===== src/rtl/regfile_wb_arbiter.sv =====
// Two-source register-file write-back arbiter (ALU / load), 2 edges accept->RegWrite, one write per cycle.
// Ready = buffer empty or draining this cycle; REGFILE_WB_ZERO_GUARD_EN suppresses writes to r0.
module regfile_wb_arbiter (
   input  logic        clk,
   input  logic        reset,
   input  logic        a_valid,
   output logic        a_ready,
   input  logic [4:0]  a_reg,
   input  logic [31:0] a_data,
   input  logic        b_valid,
   output logic        b_ready,
   input  logic [4:0]  b_reg,
   input  logic [31:0] b_data,
   output logic [4:0]  writeReg,
   output logic [31:0] writeData,
   output logic        RegWrite,
   output logic        idle
);

   typedef struct packed {
      logic [4:0]  rd;
      logic [31:0] data;
      logic [2:0]  age;
   } wbEntry_t;

   wbEntry_t    aBuf, bBuf;
   logic        aFull, bFull;
   logic [2:0]  ageCnt;
   logic        favourB;

   logic        grantA, grantB;
   logic        aAccept, bAccept;
   logic [2:0]  ageDiff;
   logic [2:0]  bTag;
   logic [4:0]  winReg;
   logic [31:0] winData;
   logic        doWrite;
   logic        zeroBlock;

   // Live entries differ in age by at most a few accepts, so the sign of the wrapped difference orders them.
   always_comb begin
      grantA  = 1'b0;
      grantB  = 1'b0;
      ageDiff = aBuf.age - bBuf.age;
      if (aFull && bFull) begin
         if (aBuf.rd == bBuf.rd)
            grantA = ageDiff[2];
         else
            grantA = !favourB;
         grantB = !grantA;
      end else begin
         grantA = aFull;
         grantB = bFull;
      end
   end

   assign a_ready = reset && (!aFull || grantA);
   assign b_ready = reset && (!bFull || grantB);
   assign aAccept = a_valid && a_ready;
   assign bAccept = b_valid && b_ready;

   // A takes the earlier tag so it counts as older on a same-edge acceptance.
   assign bTag    = ageCnt + {2'b00, aAccept};

   assign winReg  = grantA ? aBuf.rd   : bBuf.rd;
   assign winData = grantA ? aBuf.data : bBuf.data;

`ifdef REGFILE_WB_ZERO_GUARD_EN
   assign zeroBlock = (winReg == 5'd0);
`else
   assign zeroBlock = 1'b0;
`endif

   assign doWrite = (grantA || grantB) && !zeroBlock;

   always_ff @(posedge clk) begin
      if (!reset) begin
         aFull     <= 1'b0;
         bFull     <= 1'b0;
         aBuf      <= '0;
         bBuf      <= '0;
         ageCnt    <= '0;
         favourB   <= 1'b0;
         RegWrite  <= 1'b0;
         writeReg  <= '0;
         writeData <= '0;
      end else begin
         if (aAccept) begin
            aFull <= 1'b1;
            aBuf  <= '{rd: a_reg, data: a_data, age: ageCnt};
         end else if (grantA) begin
            aFull <= 1'b0;
         end

         if (bAccept) begin
            bFull <= 1'b1;
            bBuf  <= '{rd: b_reg, data: b_data, age: bTag};
         end else if (grantB) begin
            bFull <= 1'b0;
         end

         ageCnt <= ageCnt + {2'b00, aAccept} + {2'b00, bAccept};

         // Pointer only moves when both sides were competing.
         if (aFull && bFull)
            favourB <= grantA;

         RegWrite <= doWrite;
         if (doWrite) begin
            writeReg  <= winReg;
            writeData <= winData;
         end
      end
   end

   assign idle = !aFull && !bFull && !RegWrite;

endmodule


===== config.mk =====
export PLATFORM = sky130hd
export DESIGN_NAME = regfile_wb_arbiter
export DESIGN_NICKNAME = d
export VERILOG_FILES = /design/src/rtl/regfile_wb_arbiter.sv
export SDC_FILE = /design/constraint.sdc
export NUM_CORES = 1
export LEC_CHECK = 0
export CAP_MARGIN = 40
export CORE_ASPECT_RATIO = 0.6
export CORE_MARGIN = 1
export CORE_UTILIZATION = 50
export DETAILED_ROUTE_END_ITERATION = 10
export PLACE_DENSITY = 0.82
export RECOVER_POWER = 50
export SETUP_SLACK_MARGIN = 0.4
export SYNTH_ARGS = -nofsm -noshare
export SYNTH_HDL_FRONTEND = slang
export SYNTH_SLANG_ARGS = --single-unit
export TNS_END_PERCENT = 100

===== constraint.sdc =====
create_clock -name clk -period 3.3 [get_ports clk]
set_clock_uncertainty 0.1 [all_clocks]
set_input_delay 0.33 -clock clk [delete_from_list [all_inputs] [get_ports clk]]
set_output_delay 0.33 -clock clk [all_outputs]
set_load 0.1 [all_outputs]

* Yosys cells after proc, flatten, opt, wreduce, memory -nomap -nowiden
Cells that the tools add are included.
** Word-level totals
- Register bits after elaboration :: 124
- Bits of input ports :: 78
- Output and inout bits :: 41
** Operators by class
- $add $sub $neg :: 3
- Equality and inequality tests :: 1
- Multiplexer cells :: 10
- Reduce and logical (&&, ||, !) cells :: 17
** Operators by type and width (count)
- $mux W32 :: 1
- $mux W1 :: 8
- $logic_and A1 B1 Y1 :: 7
- $add A3 B1 Y3 :: 2
- $eq A5 B5 Y1 :: 1
- $logic_not A1 Y1 :: 5
- $mux W5 :: 1
- $reduce_bool A2 Y1 :: 2
- $logic_or A1 B1 Y1 :: 3
- $sub A3 B3 Y3 :: 1

* Depth between registers and ports, before layout
Gate-level depths: netlist of the first run.
- Word-level depth :: 9
- Gate-level depth with buffers :: 12

* Worst setup path after synthesis of the first run
No wires, ideal clock.
- Path type :: flip-flop to output port
- From :: reg RegWrite
- To :: out idle
- Arrival :: 2808 ps
- Required time :: 2870 ps
- Path slack :: 62 ps
- Cell stages (with the launch flop) :: 2
- Cell sequence :: dfxtp_1 -> nor3_1
** Between the ends
- Longest elaborated chain between the ends :: 2
** Ends and longest elaborated chain
- start: declaration :: line 16 : output logic RegWrite,
- start signal: assignment :: line 108 : RegWrite <= doWrite;
- $logic_not A1 Y1 :: line 116 : assign idle = !aFull && !bFull && !RegWrite;
- $logic_and A1 B1 Y1 :: line 116
- end: declaration :: line 17 : output logic idle
No other way between the ends.

* Worst setup path after layout of the first run
- From :: reg bFull
- To :: out idle
** Between the ends
- Longest elaborated chain between the ends :: 3
** Ends and longest elaborated chain
- start: declaration :: line 27 : logic aFull, bFull;
- start signal: assignment :: line 79 : bFull <= 1'b0;
- start signal: assignment :: line 96 : bFull <= 1'b1;
- start signal: assignment :: line 99 : bFull <= 1'b0;
- $logic_not A1 Y1 :: line 116
- $logic_and A1 B1 Y1 (2 in series) :: line 116
No other way between the ends.

==> results of run 1 <==
-- placed cells by master, fill, tap and decap left out, types with 9 or more instances in the layout --
cell type                         count
sky130_fd_sc_hd__a21boi_0            28
sky130_fd_sc_hd__mux2i_1             80
sky130_fd_sc_hd__a21oi_1             77
sky130_fd_sc_hd__nand2_1             38
sky130_fd_sc_hd__clkdlybuf4s50_1    111
sky130_fd_sc_hd__a21boi_1            10
sky130_fd_sc_hd__clkbuf_1            36
sky130_fd_sc_hd__nor2_1              78
sky130_fd_sc_hd__nor2b_1             80
sky130_fd_sc_hd__clkbuf_16           17
sky130_fd_sc_hd__nand3_1             40
sky130_fd_sc_hd__buf_4                9
sky130_fd_sc_hd__dfxtp_1            122
-- worst paths after layout --
kind / startpoint / cells after the start / slack [ns] / endpoint
worst max-delay path: bFull$_SDFFE_PN0P_ / 3 / 0.33 / idle
worst min-delay path: reset / 3 / 0.13 / favourB$_SDFFE_PN0N_
worst max register to register: bBuf[1]$_SDFFE_PN0P_ / 8 / 0.39 / aBuf[1]$_SDFFE_PN0P_
worst min register to register: bBuf[6]$_SDFFE_PN0P_ / 2 / 0.38 / writeData[3]$_SDFFE_PN0P_
-- registers in the layout, summed over array words and instances (netlist names) --
name and flops:
writeReg 5, writeData 32, aFull 1, ageCnt 3, bFull 1, bBuf 40, favourB 1, RegWrite 1
aBuf 40
-- worst register-to-register path, stage by stage, from the launching register on --
cell and delay (ns):
sky130_fd_sc_hd__dfxtp_1 0.34, sky130_fd_sc_hd__inv_1 0.05, sky130_fd_sc_hd__ha_1 0.26, sky130_fd_sc_hd__a21oi_1 0.32
sky130_fd_sc_hd__xor2_1 0.15, sky130_fd_sc_hd__a21oi_1 0.86, sky130_fd_sc_hd__buf_12 0.34, sky130_fd_sc_hd__mux2i_1 0.29
sky130_fd_sc_hd__nor2b_1 0.08
-- timing repair --
action                     CTS  global route
pin swaps                    1             1
setup endpoints to repair    1            32
gates resized for setup      0             4
setup buffers                0             3
-- per-layer routing --
metal	wire, um	track usage [%]	vias to the layer above
met5	0	0	-
met4	251	7.78	0
met3	752	6.79	33
met2	6850	43.3	145
met1	6940	34.1	2311
li1	-	-	2448
-- cells by family after synthesis --
group                    after synthesis  share of synthesized area (%)
multiplexers                          80                           14.2
flip-flops                           124                           44.0
adder cells (fa/ha/maj)                5                           1.11
AND/OR/NAND/NOR                      247                           21.3
buffers and inverters                 55                           4.17
AO/OA/AOI/OAI                        126                           13.6
XOR/XNOR                              10                           1.55
-- power by group through the flow --
stage	sequential [W]	clock [W]	combinational [W]
floorplan	0.00183	0	0.000352
global placement	0.00169	0	0.000711
detailed placement	0.00170	0	0.000809
CTS	0.00166	0.00184	0.000816
global route	0.00168	0.00191	0.000802
finish	0.00167	0.00183	0.000749
-- area by class of cell --
type | instances | area (um2) | area share (%)
repair buffers | 168 | 1490 | 19.4
well taps | 139 | 174 | 2.26
flip-flops and latches | 124 | 2480 | 32.4
inverters | 4 | 15.0 | 0.196
multi-input cells | 468 | 2930 | 38.2
clock inverters | 13 | 143 | 1.86
clock buffers | 18 | 439 | 5.72
-- metrics by stage --
step	hold slack (ns)	std cells	utilization (%)	total power (W)	setup WS, ns
5_1_grt	0.140	934	71.3	0.00439	0.194
2_1_floorplan	0.354	647	-	0.00218	0.770
3_5_place_dp	0.375	900	69.6	0.00250	0.488
6_report	0.133	934	71.3	0.00424	0.328
4_1_cts	0.174	931	75.0	0.00432	0.409
3_3_place_gp	0.370	862	64.0	0.00240	0.572
==> metrics.txt, run 1 <==
period utilisation layout=~90%; run status=complete, but fails checks; number of violations of the max-capacitance limit=0; Setup TNS=0 ns; number of sinks driven by the clock tree=between 100 and 150; net count after synthesis=730; synthesis-stage register bit count=~120; count of different cell masters after synthesis=30; critical-path cell list=clkbuf_2 -> nor3_2 -> clkbuf_2; master of the slowest instance on the critical path=sky130_fd_sc_hd__clkbuf_2; Top cell by count, worst path=sky130_fd_sc_hd__clkbuf_2; IO buf count=about 120; unrepaired setup endpoints after global routing=yes; number of antenna violations at the first check in global routing=0; final hold violations=0; standby leakage power=between 3 and 4 nW; start-to-end type of the worst setup path=reg -> out; cell area after technology mapping=about 5600 um2; clock slew at reported path FFs=0.05 ns; number of placement rows=29; via density per instance=approximately 5.3; standard cell area after detailed placement=7500 um2; top-count cell post-synth=sky130_fd_sc_hd__dfxtp_1; largest cells by area after synthesis=sky130_fd_sc_hd__dfxtp_1, sky130_fd_sc_hd__mux2i_1, sky130_fd_sc_hd__nor2b_1, sky130_fd_sc_hd__a21oi_1, sky130_fd_sc_hd__nor2_1; Setup Viol. Count Final=0; Synth top area share=roughly 44%; overall track demand over capacity in global routing=between 20% and 30%; Max transition margin=12.1%; Slew Limit Fails=0; power density over the cells=about 550 nW/um2; violations in the final reports=design-rule violations; sequential share of the synthesized area=between 40% and 50%; clk_lat worst skew=approximately 0.41 ns; Critical Path AT=2.54 ns; Post-layout nets=around 870; area of the die=11700 um2; final RePlAce weighted congestion=0.820; yosys warns=0; fraction of synthesis flops using an asynchronous set or reset pin=0%; via count of the first global-routing pass=roughly 4800; critical path startpoint category=flop; number of CTS-inserted buffers=17; main flop type after synthesis=sky130_fd_sc_hd__dfxtp_1; number of instances in the synthesized netlist=about 650; number of remaining DRC errors=5; delay of the slowest cell on the worst path=a little over 1 ns; CTS tree=built; worst hold path type=in -> reg; highest ir drop seen on vdd=just under 0.0005 V; maximum number of pins on one net before global-route repair=between 90 and 100; CTS Buffer Depth=2; final-layout fill cell count=between 700 and 800; most frequent cells after synthesis=sky130_fd_sc_hd__dfxtp_1, sky130_fd_sc_hd__mux2i_1, sky130_fd_sc_hd__nor2b_1; largest area contributor in the netlist=sky130_fd_sc_hd__dfxtp_1; share of power burned in registers=39.3%; internal power contribution=just over 0.003 W; horizontal die dimension=around 140 um; Avg Synthesized Cell Area=slightly below 9 um2; ratio of cells with drive above 1 in the final layout=under 10%; H-Tree Level Count=4; total iterations of the first detailed-routing run=8; endpoint class of the critical path=output port; number of synthesized flops with an enable pin=0; Worst-Margin Slew=1.32 ns; maximum clock frequency=roughly 340 MHz; Final min period=roughly 3.0 ns; Layout area overhead=36.2%; critical path fanouts, max=64; count of vias placed by the detailed router=~5000; first-pass GRT wire length=between 20 and 25 mm; endpoint required time on the critical path=2.87 ns; total buffers and inverters traversed by the critical path=2; Logic pwr share=between 15 and 20%; Remaining Overflow, GRT=0; cell family contributing the most delay on the critical path=buffers and inverters; aggregate routed wire length=approximately 15 mm; post-detailed-route count of antenna-violating nets=0; Die Y-Extent=about 84 um; core footprint=around 11000 um2; Net Sw Power=between 0.001 and 0.0015 W; number of primary I/O pins=around 120; count of hold buffers inserted by post-cts repair=0; number of diodes added for antenna fixing=0; switching power share of the total=28.8%; clock network fraction of total power=a little over two fifths; detailed placer's ending HPWL=around 9.8 mm; master cell of the clock root buffer=sky130_fd_sc_hd__clkbuf_16; starting density of the core=between 50% and 60%; average routed wire per standard cell=15.8 um; DRC marker count from the first detailed-route iteration=between 200 and 300; final design area excluding fillers=~7700 um2
Power figures use the tool's default switching activity.
==> inputs of run 2 (changes only) <==
--- a/config.mk
+++ b/config.mk
@@ -5,12 +5,13 @@
 export SDC_FILE = /design/constraint.sdc
 export NUM_CORES = 1
 export LEC_CHECK = 0
+export ABC_CLOCK_PERIOD_IN_PS = 2400
 export CAP_MARGIN = 40
 export CORE_ASPECT_RATIO = 0.6
 export CORE_MARGIN = 1
-export CORE_UTILIZATION = 50
+export CORE_UTILIZATION = 46
 export DETAILED_ROUTE_END_ITERATION = 10
-export PLACE_DENSITY = 0.82
+export PLACE_DENSITY = 0.79
 export RECOVER_POWER = 50
 export SETUP_SLACK_MARGIN = 0.4
 export SYNTH_ARGS = -nofsm -noshare
==> constraint.sdc (replaced) <==
create_clock -name clk -period 2.4 [get_ports clk]
set_clock_uncertainty 0.1 [all_clocks]
set_input_delay 0.24 -clock clk [delete_from_list [all_inputs] [get_ports clk]]
set_output_delay 0.24 -clock clk [all_outputs]
set_load 0.1 [all_outputs]
==> run 2 against run 1 <==
Against the previous run:
- the flow finishes with violations (negative setup slack)
- clock power is 46% higher
- critical path depth is 10 higher
- core utilization is 4.2 points higher
- via count is 5.7% higher
- first-iteration DRC count is 7.4% lower
- non-clock buffer count is 11 higher
- cell area is 14% higher
- global-route usage is 0.20 points higher
- largest cell class unchanged
==> metrics.txt, run 2 (synthesis results as in run 1) <==
run status=complete, but fails checks; violations in the final reports=negative setup slack; maximum clock frequency=~380 MHz; critical path startpoint category=flop; core footprint=11600 um2 (+7.6%); final RePlAce weighted congestion=0.844 (+3.0%); Post-layout nets=877 (+1.3%); total iterations of the first detailed-routing run=5 (-3); Setup crit end=ageCnt[2]$_SDFF_PN0_; critical path fanouts, max=2 (-97%); detailed placer's ending HPWL=9.51 mm (-2.9%); final non-filler cell total=967 (+3.5%); CTS Buffer Depth=2 (unchanged); post-layout worst setup margin=-0.209 ns (-0.537 ns); worst reg-to-reg path cell count=13 (+5); period utilisation layout=109%; starting density of the core=48.6% (-3.7 points); number of remaining DRC errors=0 (-5); number of placement rows=30 (+3.4%); Setup Viol. Count Final=10 (+10); CTS tree=built; count of vias placed by the detailed router=5220 (+5.7%); Slew Limit Fails=0 (unchanged); number of CTS-inserted buffers=17 (unchanged); worst hold path type=in -> reg; standby leakage power=3.41 nW (+11%); master cell of the clock root buffer=sky130_fd_sc_hd__clkbuf_16; startpoint of the worst register-to-register path=bBuf[1]$_SDFFE_PN0P_; Critical Path AT=2.81 ns (+0.27 ns); area of the die=12700 um2 (+8.5%); number of violations of the max-capacitance limit=0 (unchanged); unrepaired setup endpoints after global routing=yes; Worst-Margin Slew=1.28 ns (-0.0351 ns); IO buf count=118 (unchanged); Layout area overhead=55.2%; clock slew at reported path FFs=0.06 ns (about the same); maximum number of pins on one net before global-route repair=122 (+26%); leading cell types in the layout, fill and taps excluded=sky130_fd_sc_hd__dfxtp_1, sky130_fd_sc_hd__nor2b_1, sky130_fd_sc_hd__nor2_1; Critical path origin=bBuf[1]$_SDFFE_PN0P_; endpoint required time on the critical path=2.60 ns (-0.27 ns); first-pass GRT wire length=26.0 mm (+7.6%); Remaining Overflow, GRT=0 (unchanged); horizontal die dimension=145 um (+4.2%); number of primary I/O pins=119 (unchanged); count of placed standard cells including taps=898 (-0.22%); Final min period=roughly 2.6 ns; ratio of cells with drive above 1 in the final layout=26.1% (+19 points); DRC marker count from the first detailed-route iteration=264 (-7.4%); H-Tree Level Count=4 (unchanged); endpoint class of the critical path=flop; pre-CTS WS=-0.0932 ns (-0.582 ns); Die Y-Extent=87.8 um (+4.2%); final-layout fill cell count=755 (-5.3%); critical register-to-register path endpoint=ageCnt[2]$_SDFF_PN0_; number of diodes added for antenna fixing=0 (unchanged); via count of the first global-routing pass=5058 (+4.4%); number of sinks driven by the clock tree=124 (unchanged); aggregate routed wire length=18.5 mm (+25%); clk_lat worst skew=0.41 ns (about the same); commonest non-fill, non-tap cell in the layout=sky130_fd_sc_hd__dfxtp_1; number of antenna violations at the first check in global routing=0 (unchanged); average routed wire per standard cell=19.2 um (+21%); start-to-end type of the worst setup path=reg -> reg; post-detailed-route count of antenna-violating nets=0 (unchanged); largest registers ranked by flip-flop count=aBuf x40, bBuf x40, writeData x32; power density over the cells=740 nW/um2 (+34%); overall track demand over capacity in global routing=26.5% (+0.20 points); via density per instance=5.40 (+2.1%); final hold violations=0 (unchanged); register-to-register setup slack=-0.21 ns (-0.60 ns); Max transition margin=14.8% (+2.7 points); highest ir drop seen on vdd=0.000537 V (+10%)
## run 2: cell count changes in the layout (fill, tap and decap cells not counted), moves of 11 or more
| cell | before | now |
|---|---|---|
| sky130_fd_sc_hd__a21oi_1 | 77 | 51 |
| sky130_fd_sc_hd__a21boi_0 | 28 | 0 |
| sky130_fd_sc_hd__buf_4 | 9 | 20 |
| sky130_fd_sc_hd__buf_12 | 2 | 15 |
| sky130_fd_sc_hd__a21boi_1 | 10 | 26 |
| sky130_fd_sc_hd__a21oi_2 | 0 | 21 |
| sky130_fd_sc_hd__clkdlybuf4s50_1 | 111 | 76 |
| sky130_fd_sc_hd__a21boi_2 | 0 | 12 |
| sky130_fd_sc_hd__nand3_1 | 40 | 1 |
| sky130_fd_sc_hd__nand3_2 | 0 | 32 |
| sky130_fd_sc_hd__buf_6 | 1 | 15 |
## run 2: per-stage QoR
stage          total power, W  area [um2]  hold slack (ns)  TNS, ns  utilization [%]
4_1_cts               0.00632        8370            0.119   -0.449             72.2
3_5_place_dp          0.00342        7070            0.376  -0.0988             61.0
5_1_grt               0.00667        8750            0.152    -1.73             75.4
6_report              0.00647        8750            0.140   -0.749             75.4
3_3_place_gp          0.00338        7070            0.366        0             61.0
2_1_floorplan         0.00303        5720            0.264  -0.0162                -
## run 2: worst min-delay path by stage
stage | cells after the start | to | from
finish | 4 | favourB$_SDFFE_PN0N_ | reset
CTS | 4 | favourB$_SDFFE_PN0N_ | reset
global placement | 2 | writeData[3]$_SDFFE_PN0P_ | bBuf[6]$_SDFFE_PN0P_
floorplan | 1 | aFull$_SDFFE_PN0P_ | a_valid
detailed placement | 2 | writeData[1]$_SDFFE_PN0P_ | bBuf[4]$_SDFFE_PN0P_
global route | 4 | favourB$_SDFFE_PN0N_ | reset
## run 2: power by group
group / internal [W] / total, W / switching (W)
clock network: 0.00169 / 0.00268 / 0.000987
registers: 0.00219 / 0.00230 / 0.000109
logic: 0.000668 / 0.00149 / 0.000827
## run 2: final cells by class
class                   instances  area [um2]  share of cell area, %
clock buffers                  19         453                   5.18
inverters                       4        15.0                  0.172
clock inverters                13         164                   1.87
repair buffers                179        1900                   21.7
flip-flops and latches        124        2490                   28.5
well taps                     160         200                   2.29
multi-input cells             468        3530                   40.3
## run 2: metal layers
| metal | vias to the layer above | share of wire (%) | track usage (%) |
|---|---|---|---|
| li1 | 2486 | - | - |
| met1 | 2523 | 43 | 33.6 |
| met2 | 173 | 47 | 43.5 |
| met3 | 38 | 8.0 | 7.45 |
| met4 | 0 | 2.0 | 9.86 |
| met5 | - | 0 | 0 |
## run 2: repair_timing
action / in CTS / in global routing
resized for setup: 91 / 60
endpoints found under the setup margin: 119 / 123
gates cloned: 7 / 8
pin swaps: 47 / 35
setup buffers: 13 / 9
hold buffers: 0 / 0
## run 2: critical path, stage by stage (launching register included)
cell and delay (ns):
sky130_fd_sc_hd__dfxtp_2 0.34, sky130_fd_sc_hd__inv_2 0.05, sky130_fd_sc_hd__ha_4 0.21, sky130_fd_sc_hd__a21oi_4 0.19, sky130_fd_sc_hd__xnor2_2 0.16, sky130_fd_sc_hd__o21a_1 0.24
sky130_fd_sc_hd__buf_6 0.13, sky130_fd_sc_hd__o21ai_4 0.05, sky130_fd_sc_hd__nor2_1 0.11, sky130_fd_sc_hd__ha_2 0.30, sky130_fd_sc_hd__ha_4 0.17, sky130_fd_sc_hd__ha_4 0.15
sky130_fd_sc_hd__xor2_1 0.14, sky130_fd_sc_hd__and2_1 0.15
